**config.mk**
```make
export PLATFORM = sky130hd
export DESIGN_NAME = tel_line_arbiter
export DESIGN_NICKNAME = d
export VERILOG_FILES = /design/src/rtl/tel_arb_pkg.sv /design/src/rtl/rr_arbiter.sv /design/src/rtl/tel_line_arbiter.sv
export SDC_FILE = /design/constraint.sdc
export NUM_CORES = 1
export LEC_CHECK = 0
export CAP_MARGIN = 15
export CORE_MARGIN = 4
export CORE_UTILIZATION = 35
export CTS_CLUSTER_SIZE = 28
export DETAILED_ROUTE_END_ITERATION = 10
export GPL_ROUTABILITY_DRIVEN = 0
export SETUP_SLACK_MARGIN = 0.4
export SLEW_MARGIN = 25
export SYNTH_ARGS = -nofsm -noshare
export SYNTH_HDL_FRONTEND = slang
export SYNTH_SLANG_ARGS = --single-unit
```
**constraint.sdc**
```tcl
create_clock -name clk -period 10.8 [get_ports clk]
set_input_delay 2.16 -clock clk [delete_from_list [all_inputs] [get_ports clk]]
set_output_delay 2.16 -clock clk [all_outputs]
set_load 0.005 [all_outputs]
```
**src/rtl/tel_arb_pkg.sv**
```systemverilog
// Shared types and constants for the tel line arbiter.
// State encoding, printable range, bill width, saturating add.
package tel_arb_pkg;

  typedef enum logic [2:0] {
    S_IDLE,
    S_START,
    S_RINGING,
    S_CALL,
    S_END,
    S_COOLDOWN
  } state_t;

  localparam logic [7:0] PRINT_MIN = 8'h20;
  localparam logic [7:0] PRINT_MAX = 8'h7E;
  localparam int         BILL_W    = 32;

  function automatic logic is_print(
    input logic [7:0] c
  );
    return (c >= PRINT_MIN) && (c <= PRINT_MAX);
  endfunction

  function automatic logic [BILL_W-1:0] sat_add(
    input logic [BILL_W-1:0] a,
    input logic [BILL_W-1:0] b
  );
    logic [BILL_W:0] s;
    s = {1'b0, a} + {1'b0, b};
    return s[BILL_W] ? '1 : s[BILL_W-1:0];
  endfunction

endpackage

```
**src/rtl/rr_arbiter.sv**
```systemverilog
// Combinational round-robin pick: first set req bit from ptr up, with wrap.
// Ports: req/ptr in; one-hot gnt, its index idx, and any-request out.
module rr_arbiter #(
  parameter int N  = 4,
  parameter int IW = $clog2(N)
) (
  input  logic [N-1:0]  req,
  input  logic [IW-1:0] ptr,
  output logic [N-1:0]  gnt,
  output logic [IW-1:0] idx,
  output logic          any
);

  logic          found;
  logic [IW:0]   sum;
  logic [IW-1:0] pos;

  always_comb begin
    gnt   = '0;
    idx   = '0;
    found = 1'b0;
    sum   = '0;
    pos   = '0;
    for (int k = 0; k < N; k++) begin
      sum = {1'b0, ptr} + (IW+1)'(k);
      if (sum >= (IW+1)'(N)) begin
        sum = sum - (IW+1)'(N);
      end
      pos = sum[IW-1:0];
      if (!found && req[pos]) begin
        found    = 1'b1;
        gnt[pos] = 1'b1;
        idx      = pos;
      end
    end
  end

  assign any = |req;

endmodule

```
**src/rtl/tel_line_arbiter.sv**
```systemverilog
// Shares one tel call engine among N_USERS subscribers: grants, call pulses,
// char forwarding (valid/ready), per-user billing read via bill_sel/bill_out.
module tel_line_arbiter
  import tel_arb_pkg::*;
#(
  parameter int N_USERS       = 4,
  parameter int RING_TIMEOUT  = 16,
  parameter int COST_PER_CHAR = 2,
  parameter int COOLDOWN      = 8,
  localparam int IW           = $clog2(N_USERS)
) (
  input  logic                   clk,
  input  logic                   rst,
  input  logic [N_USERS-1:0]     call_req,
  input  logic [N_USERS-1:0]     hangup,
  input  logic                   callee_answer,
  input  logic                   callee_end,
  input  logic [N_USERS-1:0]     char_valid,
  input  logic [8*N_USERS-1:0]   char_data,
  output logic [N_USERS-1:0]     char_ready,
  output logic [N_USERS-1:0]     grant,
  output logic                   busy,
  output logic                   tel_startCall,
  output logic                   tel_answerCall,
  output logic                   tel_endCall,
  output logic                   tel_sendChar,
  output logic [7:0]             tel_charSent,
  input  logic [IW-1:0]          bill_sel,
  output logic [BILL_W-1:0]      bill_out
);

  state_t state, state_n;

  logic [N_USERS-1:0] arb_gnt;
  logic [IW-1:0]      arb_idx;
  logic               arb_any;
  logic [IW-1:0]      gidx;
  logic [IW-1:0]      rr_ptr;

  logic [15:0] ring_cnt, ring_n;
  logic [15:0] cool_cnt, cool_n;

  logic        acc_q;
  logic        hup;
  logic        stop;
  logic        accept;
  logic        fwd;
  logic [7:0]  cur_char;
  logic [7:0]  chars [N_USERS];

  logic [BILL_W-1:0] bill [N_USERS];

  rr_arbiter #(
    .N  (N_USERS),
    .IW (IW)
  ) u_arb (
    .req (call_req),
    .ptr (rr_ptr),
    .gnt (arb_gnt),
    .idx (arb_idx),
    .any (arb_any)
  );

  for (genvar i = 0; i < N_USERS; i++) begin : g_chars
    assign chars[i] = char_data[8*i +: 8];
  end

  // Only the owner's hangup/request matter; others are ignored while busy.
  assign hup      = hangup[gidx] | callee_end;
  assign stop     = hup | ~call_req[gidx];
  assign busy     = (state != S_IDLE);
  assign cur_char = chars[gidx];

  // acc_q blocks the cycle after any accept: at most one char per 2 cycles.
  assign char_ready =
    (state == S_CALL && !acc_q && !hup) ? grant : '0;
  assign accept = |(char_ready & char_valid);
  assign fwd    = accept && is_print(cur_char);

  assign bill_out =
    (32'(bill_sel) < N_USERS) ? bill[bill_sel] : '0;

  always_comb begin
    state_n = state;
    ring_n  = ring_cnt;
    cool_n  = cool_cnt;
    unique case (state)
      S_IDLE: begin
        if (arb_any) state_n = S_START;
      end
      S_START: begin
        state_n = S_RINGING;
        ring_n  = '0;
      end
      S_RINGING: begin
        if (callee_answer) begin
          state_n = S_CALL;
        end else if (stop) begin
          state_n = S_END;
        end else if (ring_cnt == 16'(RING_TIMEOUT-1)) begin
          state_n = S_END;
        end else begin
          ring_n = ring_cnt + 16'd1;
        end
      end
      S_CALL: begin
        if (stop) state_n = S_END;
      end
      S_END: begin
        state_n = S_COOLDOWN;
        cool_n  = '0;
      end
      S_COOLDOWN: begin
        if (cool_cnt == 16'(COOLDOWN-1)) begin
          state_n = S_IDLE;
        end else begin
          cool_n = cool_cnt + 16'd1;
        end
      end
      default: state_n = S_IDLE;
    endcase
  end

  always_ff @(posedge clk or posedge rst) begin
    if (rst) begin
      state          <= S_IDLE;
      ring_cnt       <= '0;
      cool_cnt       <= '0;
      grant          <= '0;
      gidx           <= '0;
      rr_ptr         <= '0;
      acc_q          <= 1'b0;
      tel_startCall  <= 1'b0;
      tel_answerCall <= 1'b0;
      tel_endCall    <= 1'b0;
      tel_sendChar   <= 1'b0;
      tel_charSent   <= '0;
      for (int i = 0; i < N_USERS; i++) begin
        bill[i] <= '0;
      end
    end else begin
      state    <= state_n;
      ring_cnt <= ring_n;
      cool_cnt <= cool_n;
      acc_q    <= accept;

      // Pulses line up with entry into the state that causes them.
      tel_startCall  <= (state == S_IDLE)
                     && (state_n == S_START);
      tel_answerCall <= (state == S_RINGING)
                     && (state_n == S_CALL);
      tel_endCall    <= (state != S_END)
                     && (state_n == S_END);
      tel_sendChar   <= fwd;
      tel_charSent   <= fwd ? cur_char : '0;

      if (fwd) begin
        bill[gidx] <= sat_add(bill[gidx],
                              BILL_W'(COST_PER_CHAR));
      end

      if (state == S_IDLE && arb_any) begin
        grant <= arb_gnt;
        gidx  <= arb_idx;
      end

      if (state == S_COOLDOWN && state_n == S_IDLE) begin
        grant  <= '0;
        rr_ptr <= (gidx == IW'(N_USERS-1))
                ? '0 : gidx + 1'b1;
      end
    end
  end

endmodule

```
* Word-level counts from Yosys, hierarchy flattened
Cells that the tools add are included.
Cells by class: multiplexer cells 66, $mul 0, reductions and logical operators 32, divide/modulo/power cells 0, $lt $le $gt $ge 18, shifts and indexed selects 0, bitwise gates (word level) 9, eq/ne operators 16, add/sub/neg operators 11
Operators by type and width (number):
- 32-bit two-way mux | 6
- 32-bit binary-select mux with 2-bit select | 2
- 128-bit bitwise mux | 1
- 32-bit demux with 2-bit select | 1
- 16-bit two-way mux | 4
- 16-bit one-hot mux with 2 select lines | 2
- 32-bit by 2-bit adder with 33-bit output (second input constant) | 1
- 16-bit by 1-bit adder with 16-bit output (second input constant) | 2
- 4-bit two-way mux | 7
- 8-bit two-way mux | 3
- 2-bit two-way mux | 9
- 3-bit two-way mux | 6
- 3-bit one-hot mux with 6 select lines | 1
- 1-bit logical AND | 17
- 8-bit binary-select mux with 2-bit select | 1
- 16-bit by 3-bit == test with 1-bit output (second input constant) | 1
- 16-bit by 4-bit == test with 1-bit output (second input constant) | 1
- 3-bit >= comparator (second input constant) | 5
- 2-bit by 3-bit < comparator with 1-bit output (second input constant) | 5
- 1-bit two-way mux | 13
- 1-bit binary-select mux with 2-bit select | 6
- 4-bit OR | 3
- 3-bit by 2-bit == test with 1-bit output (second input constant) | 3
- 3-bit == test (second input constant) | 3
- 25 further kinds | 49
Word-level totals: memory bits (writable) 0, output and inout bits 53, bits in read-only memories 0, register bits after elaboration 184, input bits 50, bits in latches 0, logic and storage cells 168, memories 0

* Longest topological paths before layout
Gate-level depths: netlist of run 1.
depth after elaboration 16, gate-level depth with buffers 11

* Cells and area by module
Synthesis of run 1 repeated with hierarchy kept, for this count alone.
Unflattened totals: cell total of the unflattened synthesis 905, area, all modules 10440.0 µm²
Modules (own cells, without submodules):
- tel_line_arbiter | times used 1, area each 9993.3 µm², cells each 854
- rr_arbiter | times used 1, area each 446.7 µm², cells each 51

* Worst setup path before layout of run 1
No wires, ideal clock.
kind input to output, start input port bill_sel[1], end output port bill_out[12], data required time 8.640 ns, arrival 3.492 ns, setup slack 5.148 ns, path buffers 2, stages 3, path through clkbuf_1 > clkbuf_1 > mux4_2
Between the ends: word-level cells in the longest chain between the ends 4
Ends and longest elaborated chain:
- start: declaration | RTL line tel_line_arbiter.sv:28 | input logic [IW-1:0] bill_sel,
- 2-bit NOT with 3-bit output (not written as such) | RTL line tel_line_arbiter.sv:81 | (32'(bill_sel) < N_USERS) ? bill[bill_sel] : '0;
- 32-bit binary-select mux with 2-bit select | RTL line tel_line_arbiter.sv:81
- 32-bit two-way mux (not written as such) (2 in series) | RTL line tel_line_arbiter.sv:81
- end: declaration | RTL line tel_line_arbiter.sv:29 | output logic [BILL_W-1:0] bill_out
Every way passes these cells. The select of a mux whose other input is x is not followed.

* Worst setup path in the final report of run 1
start input port hangup[3], end output port char_ready[0]
Between the ends: word-level cells in the longest chain between the ends 6
Ends and longest elaborated chain:
- start: declaration | RTL line tel_line_arbiter.sv:15 | input logic [N_USERS-1:0] hangup,
- 1-bit binary-select mux with 2-bit select | RTL line tel_line_arbiter.sv:69 | assign hup = hangup[gidx] | callee_end;
- 1-bit two-way mux (not written as such) | RTL line tel_line_arbiter.sv:69
- 1-bit OR | RTL line tel_line_arbiter.sv:69
- 1-bit logical NOT | RTL line tel_line_arbiter.sv:76 | (state == S_CALL && !acc_q && !hup) ? grant : '0;
- 1-bit logical AND | RTL line tel_line_arbiter.sv:76
- 4-bit two-way mux | RTL line tel_line_arbiter.sv:76
- end: declaration | RTL line tel_line_arbiter.sv:20 | output logic [N_USERS-1:0] char_ready,
Every way passes these cells. The select of a mux whose other input is x is not followed.

==> impl_summary.txt, run 1 <==
----------------------------------------------------
[Detailed routing]
  First-pass DRT Iterations ... 5
  Vias after detailed routing ... 7719
  Number of DRC violations after detailed routing ... 0
  Antenna-violating nets left ... 0
  Average wire per cell in the routed design ... 18.8 um
  Number of violations reported at the end of detailed-routing iteration 0 ... 543
  Wire length after detailed routing ... 26.8 mm
  Average via count per standard cell ... 5.42

[Layout]
  Area occupied by registers ... 4610 um2
  Area of combinational cells with multiple inputs ... 5350 um2
  Final-stage net count ... 1093
  Share of the core filled with cells ... 42.3%
  Layout Area Growth over Synthesis ... 18.5%
  Fraction of layout cells with a size suffix above 1 ... 15.5%
  Antenna fix cells ... 0
  Post-Layout Inst Area ... 12200 um2
  Total of fill cells in the finished design ... 2728

[Synth]
  Syn Area/Cell ... 10.8 um2
  Post-synth top area share ... 44.6%
  Most used DFF post-synth ... sky130_fd_sc_hd__dfrtp_1
  Mux share of post-synthesis cell area ... 19.7%
  Largest family of logic cells by synthesized area ... multiplexers
  Post-Synth Adder-Cell Area ... 1.82%
  Largest cells by area after synthesis ... sky130_fd_sc_hd__dfrtp_1 45%, sky130_fd_sc_hd__mux4_2 17%, sky130_fd_sc_hd__o21ai_0 5.0%, sky130_fd_sc_hd__nand2_1 4.7%, sky130_fd_sc_hd__nor2_1 3.1%
  Netlist area before placement ... 10300 um2
  Yosys warning total ... 0
  Post-synthesis cell type with the largest combined area ... sky130_fd_sc_hd__dfrtp_1
  Area fraction in and, or, nand and nor cells after synthesis ... 17.0%
  Share of flip-flops with an asynchronous set or reset ... 100%
  Area fraction in compound gates after synthesis ... 9.97%
  Number of synthesized flops with an enable pin ... 0
  Number of cells produced by synthesis ... 957
  Area share of xor/xnor cells in the synthesized design ... 3.22%
  FF+latch count, synth ... 184
  Leading post-synthesis cells by instance count ... 184 x sky130_fd_sc_hd__dfrtp_1, 130 x sky130_fd_sc_hd__nand2_1, 104 x sky130_fd_sc_hd__o21ai_0, 84 x sky130_fd_sc_hd__nor2_1, 77 x sky130_fd_sc_hd__mux4_2
  Share of synthesized area occupied by flip-flops and latches ... 44.6%
  Unique cell type count in the Yosys netlist ... 56
  Most common cell in the synthesized netlist ... sky130_fd_sc_hd__dfrtp_1
  Net count of the mapped netlist ... 1022

[Worst setup path]
  CP Launch Point ... hangup[3]
  Highest net fanout along the worst path ... 4
  Crit-path cells ... clkdlybuf4s50_1 > mux4_2 > nor3_1 > and2_1 > clkdlybuf4s50_1
  Buffers & Inverters on Critical Path ... 2
  Endpoint arrival time on the critical path ... 4040 ps
  Delay of the slowest critical-path stage ... 500 ps
  R2r worst-path depth ... 7
  Worst Setup End Kind ... output port
  Endpoint of the worst register-to-register path ... bill[59]$_DFFE_PP0P_
  Critical register-to-register path startpoint ... gidx[1]$_DFFE_PP0P_
  Critical Setup Path Class ... primary input to output port
  WP data required ... 8640 ps
  Cell family with most CP delay ... buffers and inverters
  Startpoint type of the worst setup path ... primary input
  Library cell contributing the largest single delay on the critical path ... sky130_fd_sc_hd__mux4_2
  Most used cell, CP ... sky130_fd_sc_hd__clkdlybuf4s50_1
  Worst setup path end ... char_ready[0]
  Number of cells on the critical path ... 5
  Worst reg2reg setup slack ... 6310 ps

[Die]
  Core footprint ... 28900 um2
  I/O pins ... 103
  Initial core utilization ... 35.7%
  Die ar. ... 32300 um2
  Die extent in x ... 180 um
  Site Rows ... 62
  Height of the die ... 180 um

[Global routing]
  Number of global-route vias before repair ... 7950
  First-pass GRT wire length ... 44.3 mm
  Pin count of the biggest net entering global routing ... 108
  Overall track demand over capacity in global routing ... 16.8%
  Residual overflow from global routing ... 0
  Initial antenna violation count ... 0

[Pwr]
  Internal power of the cells ... 1.34 mW
  Seq pwr share ... 39.8%
  LEAKAGE ... 4.95 nW
  Switching power summed over all nets ... 0.732 mW
  Clock network power share ... 32.0%
  Power Density ... 170 nW/um2
  Comb pwr share ... 28.2%
  Total power ... 2.08 mW
  Worst vdd rail ir drop ... 0.0900 mV
  Switching Fraction ... 35.3%

[STA]
  Worst relative slew slack ... 34.6%
  Final Max Tran Viols ... 0
  Worst Clk Skew ... 21.1 ps
  Max Fclk ... 161 MHz
  Setup tns final ... 0 ps
  Final Hold Fails ... 0
  Actual transition at the worst max-transition pin ... 982 ps
  Clock period minus final worst setup slack ... 6200 ps
  Setup repair after global routing missed its margin ... no
  Final number of setup-violating endpoints ... 0
  Fraction of the cycle the final worst path needs ... 57.4%

[CTS]
  Buffer type at the clock tree root ... sky130_fd_sc_hd__clkbuf_16
  Clock insertion delay at the later pin of the skew report ... 450 ps
  Number of buffers added for setup after CTS ... 0
  Sink Count ... 184
  Level count of the clock H-tree ... 4
  Maximum number of buffers from clock root to sink ... 2
  Clock tree from TritonCTS ... built
  Reg clk slew, reported paths ... 70 ps
  Clock buffer count from CTS ... 17
  Hold buffer count at cts ... 0
  Number of gates resized after cts ... 0

[Run status]
  Run status ... completed

[Place]
  Placed Area ... 11600 um2
  Total half-perimeter wirelength after legalization and detailed placement ... 18.1 mm
  Number of buffers added on ports ... 102

[Flow run]
  Number of maximum-capacitance violations ... 0

[Hold path]
  Kind of path behind the tightest hold check ... register to register

----------------------------------------------------
==> state kept, by name, summed over array words and instances, names as in the netlist <==
| register | count |
|---|---|
| bill | 128 |
| cool_cnt | 16 |
| ring_cnt | 16 |
| tel_charSent | 8 |
| grant | 4 |
| state | 3 |
| gidx | 2 |
| rr_ptr | 2 |
| acc_q | 1 |
| tel_answerCall | 1 |
| tel_endCall | 1 |
| tel_sendChar | 1 |
| tel_startCall | 1 |
==> cell usage in the layout (no fill, tap or decap), types with 10 or more instances in the layout <==
cell type / instances
sky130_fd_sc_hd__and3_1: 10
sky130_fd_sc_hd__ha_1: 15
sky130_fd_sc_hd__nand2_1: 130
sky130_fd_sc_hd__nor4_1: 18
sky130_fd_sc_hd__nor3_1: 17
sky130_fd_sc_hd__xnor2_1: 20
sky130_fd_sc_hd__clkbuf_16: 17
sky130_fd_sc_hd__nand3_1: 21
sky130_fd_sc_hd__mux4_2: 77
sky130_fd_sc_hd__a21oi_1: 16
sky130_fd_sc_hd__o21ai_0: 104
sky130_fd_sc_hd__inv_1: 17
sky130_fd_sc_hd__a31oi_1: 24
sky130_fd_sc_hd__dfrtp_1: 182
sky130_fd_sc_hd__clkdlybuf4s50_1: 100
sky130_fd_sc_hd__nand4_1: 17
sky130_fd_sc_hd__and2_1: 14
sky130_fd_sc_hd__xor2_1: 18
sky130_fd_sc_hd__and4_1: 10
sky130_fd_sc_hd__mux2_2: 23
sky130_fd_sc_hd__nor2_1: 84
==> worst min-delay path, cell delays in order, from the launching register on <==
cell                      delay (ps)
sky130_fd_sc_hd__dfrtp_1         360
sky130_fd_sc_hd__nand2_1          50
sky130_fd_sc_hd__o21ai_0          60
==> area by class of cell <==
class                   count  area share [%]
flip-flops and latches    184            37.7
inverters                  18           0.614
multi-input cells         695            43.7
repair buffers            112            8.91
clock buffers              17            3.48
clock inverters            15            1.70
well taps                 384            3.93
==> cells by family (layout without fill, tap and decap cells) <==
group,after synthesis,count (layout)
and+or+nand+nor,361,361
DFF,184,184
AOI/OAI and AO/OA,176,176
muxes,104,104
buffers and inverters,78,162
xor gates and xnor gates,38,38
adders and majority gates,15,15
other,1,1
==> how the worst min path moves through the flow <==
stage / start / to / slack, ps / cells past startpoint
6_report: bill[113]$_DFFE_PP0P_ / bill[113]$_DFFE_PP0P_ / 500 / 2
5_1_grt: bill[57]$_DFFE_PP0P_ / bill[57]$_DFFE_PP0P_ / 530 / 2
4_1_cts: bill[113]$_DFFE_PP0P_ / bill[113]$_DFFE_PP0P_ / 510 / 2
3_5_place_dp: bill[32]$_DFFE_PP0P_ / bill[32]$_DFFE_PP0P_ / 490 / 2
3_3_place_gp: bill[52]$_DFFE_PP0P_ / bill[52]$_DFFE_PP0P_ / 480 / 2
2_1_floorplan: bill[61]$_DFFE_PP0P_ / bill[61]$_DFFE_PP0P_ / 460 / 2
==> metrics by stage <==
step                hold slack (ps)  setup WS, ps  cells
finish                          503          4600   1425
global route                    535          4450   1425
CTS                             509          4590   1425
detailed placement              492          4590   1393
global placement                481          4650   1393
floorplan                       461          3640    957
==> power groups by stage <==
stage | Sequential (mW) | Combinational (mW) | Clock, mW
6_report | 0.827 | 0.585 | 0.664
3_3_place_gp | 0.842 | 0.588 | 0
5_1_grt | 0.840 | 0.648 | 0.708
2_1_floorplan | 0.794 | 0.458 | 0
3_5_place_dp | 0.843 | 0.594 | 0
4_1_cts | 0.830 | 0.596 | 0.679
==> metal layers <==
metal  vias to the layer above  wire length [um]  part of all wire, %  track usage [%]
met1                      3840             12400                   46             23.3
met5                         -                 0                    0                0
met4                         0               328                  1.2             3.93
li1                       3668                 -                    -                -
met3                        26              1260                  4.7             3.72
met2                       185             12800                   48             27.1
Power figures use the tool's default switching activity.
==> run 2, diff against run 1 <==
- clock period: 10.8 -> 6.17 ns (I/O delays scaled with it)
==> run 2 against run 1 <==
Effect of this change:
- clock-buffer cell count is 1 higher
- die area stayed put
- cell count is 0.28% higher
- power is 73% higher
==> impl_summary.txt, run 2 (same netlist as run 1, synthesis figures left out) <==
----------------------------------------------------
[Run status]
  Run status ... completed (unchanged)

[STA]
  Worst Clk Skew ... 17.6 ps (was 21.1 ps)
  Final number of setup-violating endpoints ... 0 (unchanged)
  Max Fclk ... 223 MHz
  Fraction of the cycle the final worst path needs ... 72.6%
  Final Max Tran Viols ... 0 (unchanged)
  Worst relative slew slack ... 34.3% (was 34.6%)
  Final worst slack ... 1690 ps (was 4600 ps)
  Actual transition at the worst max-transition pin ... 985 ps (was 982 ps)
  Final Hold Fails ... 0 (unchanged)
  Setup tns final ... 0 ps (unchanged)
  Setup repair after global routing missed its margin ... no (unchanged)
  Clock period minus final worst setup slack ... 4480 ps

[Pwr]
  LEAKAGE ... 4.97 nW (was 4.95 nW)
  Power Density ... 293 nW/um2 (was 170 nW/um2)
  Worst vdd rail ir drop ... 0.198 mV (was 0.0900 mV)

[Layout]
  Number of flip-flops in the largest register ... 128 (unchanged)
  Post-Layout Inst Area ... 12300 um2 (was 12200 um2)
  Antenna fix cells ... 0 (unchanged)
  Final-stage net count ... 1097 (was 1093)
  Total of fill cells in the finished design ... 2739 (was 2728)
  Fraction of layout cells with a size suffix above 1 ... 15.8% (was 15.5%)
  Largest registers ... bill: 128 flops, cool_cnt: 16 flops, ring_cnt: 16 flops (unchanged)
  Layout Area Growth over Synthesis ... 18.8% (was 18.5%)
  Commonest cells after routing, fill and taps aside ... 182 x sky130_fd_sc_hd__dfrtp_1, 130 x sky130_fd_sc_hd__nand2_1, 104 x sky130_fd_sc_hd__o21ai_0, 100 x sky130_fd_sc_hd__clkdlybuf4s50_1, 84 x sky130_fd_sc_hd__nor2_1 (unchanged)
  Share of the core filled with cells ... 42.4% (was 42.3%)
  Largest register by flop count ... bill (unchanged)
  Post-Layout Cell Count ... 1429 (was 1425)
  Most common library cell in the layout ignoring fill and taps ... sky130_fd_sc_hd__dfrtp_1 (unchanged)

[CTS]
  Clock insertion delay at the later pin of the skew report ... 440 ps (was 450 ps)
  Maximum number of buffers from clock root to sink ... 2 (unchanged)
  Clock buffer count from CTS ... 17 (unchanged)
  Number of buffers added for setup after CTS ... 0 (unchanged)
  Reg clk slew, reported paths ... 80 ps (was 70 ps)
  Sink Count ... 184 (unchanged)
  Level count of the clock H-tree ... 4 (unchanged)
  Clock tree from TritonCTS ... built (unchanged)
  Hold buffer count at cts ... 0 (unchanged)
  Buffer type at the clock tree root ... sky130_fd_sc_hd__clkbuf_16 (unchanged)
  Number of gates resized after cts ... 0 (unchanged)

[Worst setup path]
  Worst Setup End Kind ... output port (unchanged)
  WP data required ... 4940 ps (was 8640 ps)
  Critical Setup Path Class ... primary input to output port (unchanged)
  Delay of the slowest critical-path stage ... 610 ps (was 500 ps)
  Startpoint type of the worst setup path ... primary input (unchanged)
  Library cell contributing the largest single delay on the critical path ... sky130_fd_sc_hd__mux4_2 (unchanged)
  Endpoint arrival time on the critical path ... 3250 ps (was 4040 ps)
  Highest net fanout along the worst path ... 17 (was 4)
  Crit-path cells ... buf_2 > buf_4 > mux4_2 > clkdlybuf4s50_1 (was clkdlybuf4s50_1 > mux4_2 > nor3_1 > and2_1 > clkdlybuf4s50_1)

[Hold path]
  Kind of path behind the tightest hold check ... register to register (unchanged)

[Detailed routing]
  Antenna-violating nets left ... 0 (unchanged)
  Wire length after detailed routing ... 25.4 mm (was 26.8 mm)
  First-pass DRT Iterations ... 5 (unchanged)
  Number of DRC violations after detailed routing ... 0 (unchanged)
  Vias after detailed routing ... 7661 (was 7719)
  Number of violations reported at the end of detailed-routing iteration 0 ... 520 (was 543)
  Average via count per standard cell ... 5.36 (was 5.42)
  Average wire per cell in the routed design ... 17.8 um (was 18.8 um)

[Global routing]
  Overall track demand over capacity in global routing ... 15.8% (was 16.8%)
  First-pass GRT wire length ... 42.1 mm (was 44.3 mm)
  Pin count of the biggest net entering global routing ... 185 (was 108)
  Initial antenna violation count ... 0 (unchanged)
  Residual overflow from global routing ... 0 (unchanged)
  Number of global-route vias before repair ... 7617 (was 7950)

[Die]
  Height of the die ... 180 um (unchanged)
  I/O pins ... 103 (unchanged)
  Die extent in x ... 180 um (unchanged)
  Die ar. ... 32300 um2 (unchanged)
  Site Rows ... 62 (unchanged)
  Core footprint ... 28900 um2 (unchanged)
  Initial core utilization ... 35.7% (unchanged)

[Place]
  Pre-CTS setup slack ... 1440 ps (was 4590 ps)
  Post-Place Cells ... 1396 (was 1393)
  Total half-perimeter wirelength after legalization and detailed placement ... 17.0 mm (was 18.1 mm)
  Placed Area ... 11600 um2 (about the same)
  Number of buffers added on ports ... 102 (unchanged)

[Flow run]
  Number of maximum-capacitance violations ... 0 (unchanged)

----------------------------------------------------
==> run 2: critical path: cells and delay by family <==
family	cells	cell delay (ps)
mux	1	610
buf+inv	3	1400
==> run 2: report_power, final <==
group | total (mW) | internal, mW | switching (mW)
sequential | 1.48 | 1.30 | 0.183
clock | 1.11 | 0.560 | 0.550
combinational | 1.01 | 0.495 | 0.512
total | 3.60 | 2.35 | 1.25
==> run 2: area by class of cell <==
class	instances	area [um2]	share of cell area (%)
sequential	184	4610	37.5
timing repair buffer	116	1150	9.36
clock inverter	14	175	1.43
multi-input combinational	695	5350	43.6
clock buffer	18	439	3.58
tap	384	480	3.92
inverter	18	71.3	0.581
==> run 2: final timing paths <==
check                                    start                        end  slack, ps  cells past startpoint
max                                bill_sel[1]               bill_out[23]       1690                      4
min                        bill[9]$_DFFE_PP0P_        bill[9]$_DFFE_PP0P_        500                      2
max reg2reg                gidx[0]$_DFFE_PP0P_       bill[28]$_DFFE_PP0P_       2110                      5
min reg2reg                bill[9]$_DFFE_PP0P_        bill[9]$_DFFE_PP0P_        500                      2
max in group asynchronous                  rst      bill[122]$_DFFE_PP0P_       4080                      4
min in group asynchronous                  rst  tel_charSent[7]$_DFF_PP0_       1220                      3
==> run 2: routing by layer <==
layer	routed length, um	GRT usage (%)	up-vias
li1	-	-	3662
met1	12100	22.2	3830
met2	12200	26.1	157
met3	905	3.01	12
met4	181	2.44	0
met5	0	0	-
==> run 2: stage by stage <==
step	power, mW	hold WS (ps)
floorplan	2.19	461
global placement	2.51	476
detailed placement	2.53	485
CTS	3.65	503
global route	3.81	526
finish	3.60	501
==> run 3, diff against run 2 <==
- clock period: 6.17 -> 3.7 ns (I/O delays scaled with it)
==> run 3 against run 2 <==
Effect of this change:
- utilization up 0.90 points
- register-to-register slack worse by 1500 ps
- setup slack worse by 1200 ps
- global-route usage up 0.38 points
- sequential share of layout area down 0.74 points
- clock skew about the same
- clock power up 62%
- worst hold slack better by 2.6 ps
- cell area up 2.1%
- flip-flop and latch count unchanged
- highest routed layer unchanged
==> impl_summary.txt, run 3 (same netlist as run 1, synthesis figures left out) <==
----------------------------------------------------
[Run status]
  Run status ... completed (unchanged)

[STA]
  Clock period minus final worst setup slack ... 3240 ps
  Worst relative slew slack ... 49.5% (was 34.3%)
  Fraction of the cycle the final worst path needs ... 87.5%
  Final Hold Fails ... 0 (unchanged)
  Worst Clk Skew ... 17.2 ps (was 17.6 ps)
  Setup tns final ... 0 ps (unchanged)
  Final number of setup-violating endpoints ... 0 (unchanged)
  Max Fclk ... 309 MHz
  Final Max Tran Viols ... 0 (unchanged)
  Actual transition at the worst max-transition pin ... 755 ps (was 985 ps)
  Final worst slack ... 464 ps (was 1690 ps)
  Setup repair after global routing missed its margin ... no (unchanged)

[Layout]
  Commonest cells after routing, fill and taps aside ... 182 x sky130_fd_sc_hd__dfrtp_1, 130 x sky130_fd_sc_hd__nand2_1, 104 x sky130_fd_sc_hd__o21ai_0, 98 x sky130_fd_sc_hd__clkdlybuf4s50_1, 84 x sky130_fd_sc_hd__nor2_1 (was 182 x sky130_fd_sc_hd__dfrtp_1, 130 x sky130_fd_sc_hd__nand2_1, 104 x sky130_fd_sc_hd__o21ai_0, 100 x sky130_fd_sc_hd__clkdlybuf4s50_1, 84 x sky130_fd_sc_hd__nor2_1)
  Final-stage net count ... 1118 (was 1097)
  Layout Area Growth over Synthesis ... 21.4% (was 18.8%)
  Largest registers ... bill: 128 flops, cool_cnt: 16 flops, ring_cnt: 16 flops (unchanged)
  Number of flip-flops in the largest register ... 128 (unchanged)
  Largest register by flop count ... bill (unchanged)
  Area occupied by registers ... 4610 um2 (about the same)
  Fraction of layout cells with a size suffix above 1 ... 18.0% (was 15.8%)
  Antenna fix cells ... 0 (unchanged)
  Area of combinational cells with multiple inputs ... 5380 um2 (was 5350 um2)
  Most common library cell in the layout ignoring fill and taps ... sky130_fd_sc_hd__dfrtp_1 (unchanged)
  Total of fill cells in the finished design ... 2751 (was 2739)
  Post-Layout Inst Area ... 12500 um2 (was 12300 um2)

[Worst setup path]
  CP Launch Point ... hangup[3] (was bill_sel[1])
  Worst Setup End Kind ... output port (unchanged)
  Worst reg2reg setup slack ... 570 ps (was 2110 ps)
  Critical Setup Path Class ... primary input to output port (unchanged)
  Most used cell, CP ... sky130_fd_sc_hd__clkdlybuf4s50_1
  Critical register-to-register path startpoint ... gidx[1]$_DFFE_PP0P_ (was gidx[0]$_DFFE_PP0P_)
  Startpoint type of the worst setup path ... primary input (unchanged)
  Delay of the slowest critical-path stage ... 530 ps (was 610 ps)
  Buffers & Inverters on Critical Path ... 2 (was 3)
  WP data required ... 2960 ps (was 4940 ps)
  Library cell contributing the largest single delay on the critical path ... sky130_fd_sc_hd__mux4_2 (unchanged)
  Endpoint arrival time on the critical path ... 2500 ps (was 3250 ps)
  Number of cells on the critical path ... 5 (was 4)
  Highest net fanout along the worst path ... 4 (was 17)
  R2r worst-path depth ... 8 (was 5)
  Crit-path cells ... clkdlybuf4s50_1 > mux4_2 > nor3_4 > and2_1 > clkdlybuf4s50_1 (was buf_2 > buf_4 > mux4_2 > clkdlybuf4s50_1)
  Cell family with most CP delay ... buffers and inverters (unchanged)

[Die]
  Die extent in x ... 180 um (unchanged)
  Initial core utilization ... 35.7% (unchanged)
  Die ar. ... 32300 um2 (unchanged)
  Site Rows ... 62 (unchanged)
  Height of the die ... 180 um (unchanged)
  I/O pins ... 103 (unchanged)
  Core footprint ... 28900 um2 (unchanged)

[Global routing]
  Residual overflow from global routing ... 0 (unchanged)
  Overall track demand over capacity in global routing ... 16.2% (was 15.8%)
  Number of global-route vias before repair ... 7836 (was 7617)
  Initial antenna violation count ... 0 (unchanged)
  Pin count of the biggest net entering global routing ... 79 (was 185)
  First-pass GRT wire length ... 43.0 mm (was 42.1 mm)

[Hold path]
  Kind of path behind the tightest hold check ... register to register (unchanged)
  Worst Hold Path Cells ... 2 (unchanged)
  Beginning of the worst hold path ... bill[17]$_DFFE_PP0P_ (was bill[9]$_DFFE_PP0P_)

[CTS]
  Reg clk slew, reported paths ... 80 ps (about the same)
  Sink Count ... 184 (unchanged)
  Hold buffer count at cts ... 0 (unchanged)
  Clock insertion delay at the later pin of the skew report ... 440 ps (about the same)
  Buffer type at the clock tree root ... sky130_fd_sc_hd__clkbuf_16 (unchanged)
  Level count of the clock H-tree ... 4 (unchanged)
  Clock tree from TritonCTS ... built (unchanged)
  Maximum number of buffers from clock root to sink ... 2 (unchanged)
  Clock buffer count from CTS ... 17 (unchanged)

[Detailed routing]
  Vias after detailed routing ... 7768 (was 7661)
  Number of violations reported at the end of detailed-routing iteration 0 ... 564 (was 520)
  Antenna-violating nets left ... 0 (unchanged)
  Average wire per cell in the routed design ... 17.7 um (was 17.8 um)
  Wire length after detailed routing ... 25.7 mm (was 25.4 mm)
  First-pass DRT Iterations ... 5 (unchanged)
  Average via count per standard cell ... 5.36 (about the same)
  Number of DRC violations after detailed routing ... 0 (unchanged)

[Place]
  Placed Area ... 11900 um2 (was 11600 um2)
  Total half-perimeter wirelength after legalization and detailed placement ... 17.9 mm (was 17.0 mm)
  Pre-CTS setup slack ... 167 ps (was 1440 ps)
  Number of buffers added on ports ... 102 (unchanged)

[Pwr]
  LEAKAGE ... 5.16 nW (was 4.97 nW)
  Power Density ... 486 nW/um2 (was 293 nW/um2)
  Worst vdd rail ir drop ... 0.299 mV (was 0.198 mV)

[Flow run]
  Number of maximum-capacitance violations ... 0 (unchanged)

----------------------------------------------------
-- run 3: layout make-up --
cell class / instances / area share [%]
well taps: 384 / 3.83
clock buffers: 17 / 3.39
clock inverters: 14 / 1.25
repair buffers: 137 / 11.2
flip-flops and latches: 184 / 36.8
multi-input cells: 695 / 42.9
inverters: 18 / 0.569
-- run 3: through the flow --
| stage | instances | hold slack [ps] | power, mW | utilization, % |
|---|---|---|---|---|
| 3_5_place_dp | 1416 | 488 | 4.33 | 41.1 |
| 3_3_place_gp | 1416 | 474 | 4.31 | 41.1 |
| 6_report | 1449 | 503 | 6.09 | 43.3 |
| 2_1_floorplan | 957 | 461 | 3.66 | - |
| 4_1_cts | 1448 | 506 | 6.15 | 43.2 |
| 5_1_grt | 1449 | 534 | 6.43 | 43.3 |
-- run 3: final timing paths --
check / to
setup / recovery: char_ready[2]
hold / removal: bill[17]$_DFFE_PP0P_
setup reg to reg: bill[95]$_DFFE_PP0P_
hold reg to reg: bill[17]$_DFFE_PP0P_
max in group asynchronous: gidx[1]$_DFFE_PP0P_
min in group asynchronous: tel_charSent[7]$_DFF_PP0_
-- run 3: power by group --
part | total (mW) | internal (mW) | switching [mW]
combinational | 1.89 | 0.918 | 0.967
clock | 1.80 | 0.904 | 0.896
sequential | 2.40 | 2.17 | 0.227
total | 6.09 | 4.00 | 2.09
-- run 3: tightest hold or removal path: stages, from the launching register on --
cell	delay [ps]
sky130_fd_sc_hd__dfrtp_1	360
sky130_fd_sc_hd__nand2_1	50
sky130_fd_sc_hd__o21ai_0	60
-- run 3: layer usage --
| layer | routed length (um) | GRT usage [%] |
|---|---|---|
| met1 | 11800 | 22.6 |
| met3 | 1120 | 2.69 |
| met2 | 12500 | 26.7 |
| met4 | 305 | 3.69 |
| met5 | 0 | 0 |
-- run 3: what timing repair did --
action | CTS | global route
pin swaps | 0 | 2
resized for setup | 3 | 12
buffers inserted | 1 | 1
endpoints found under the setup margin | 4 | 96
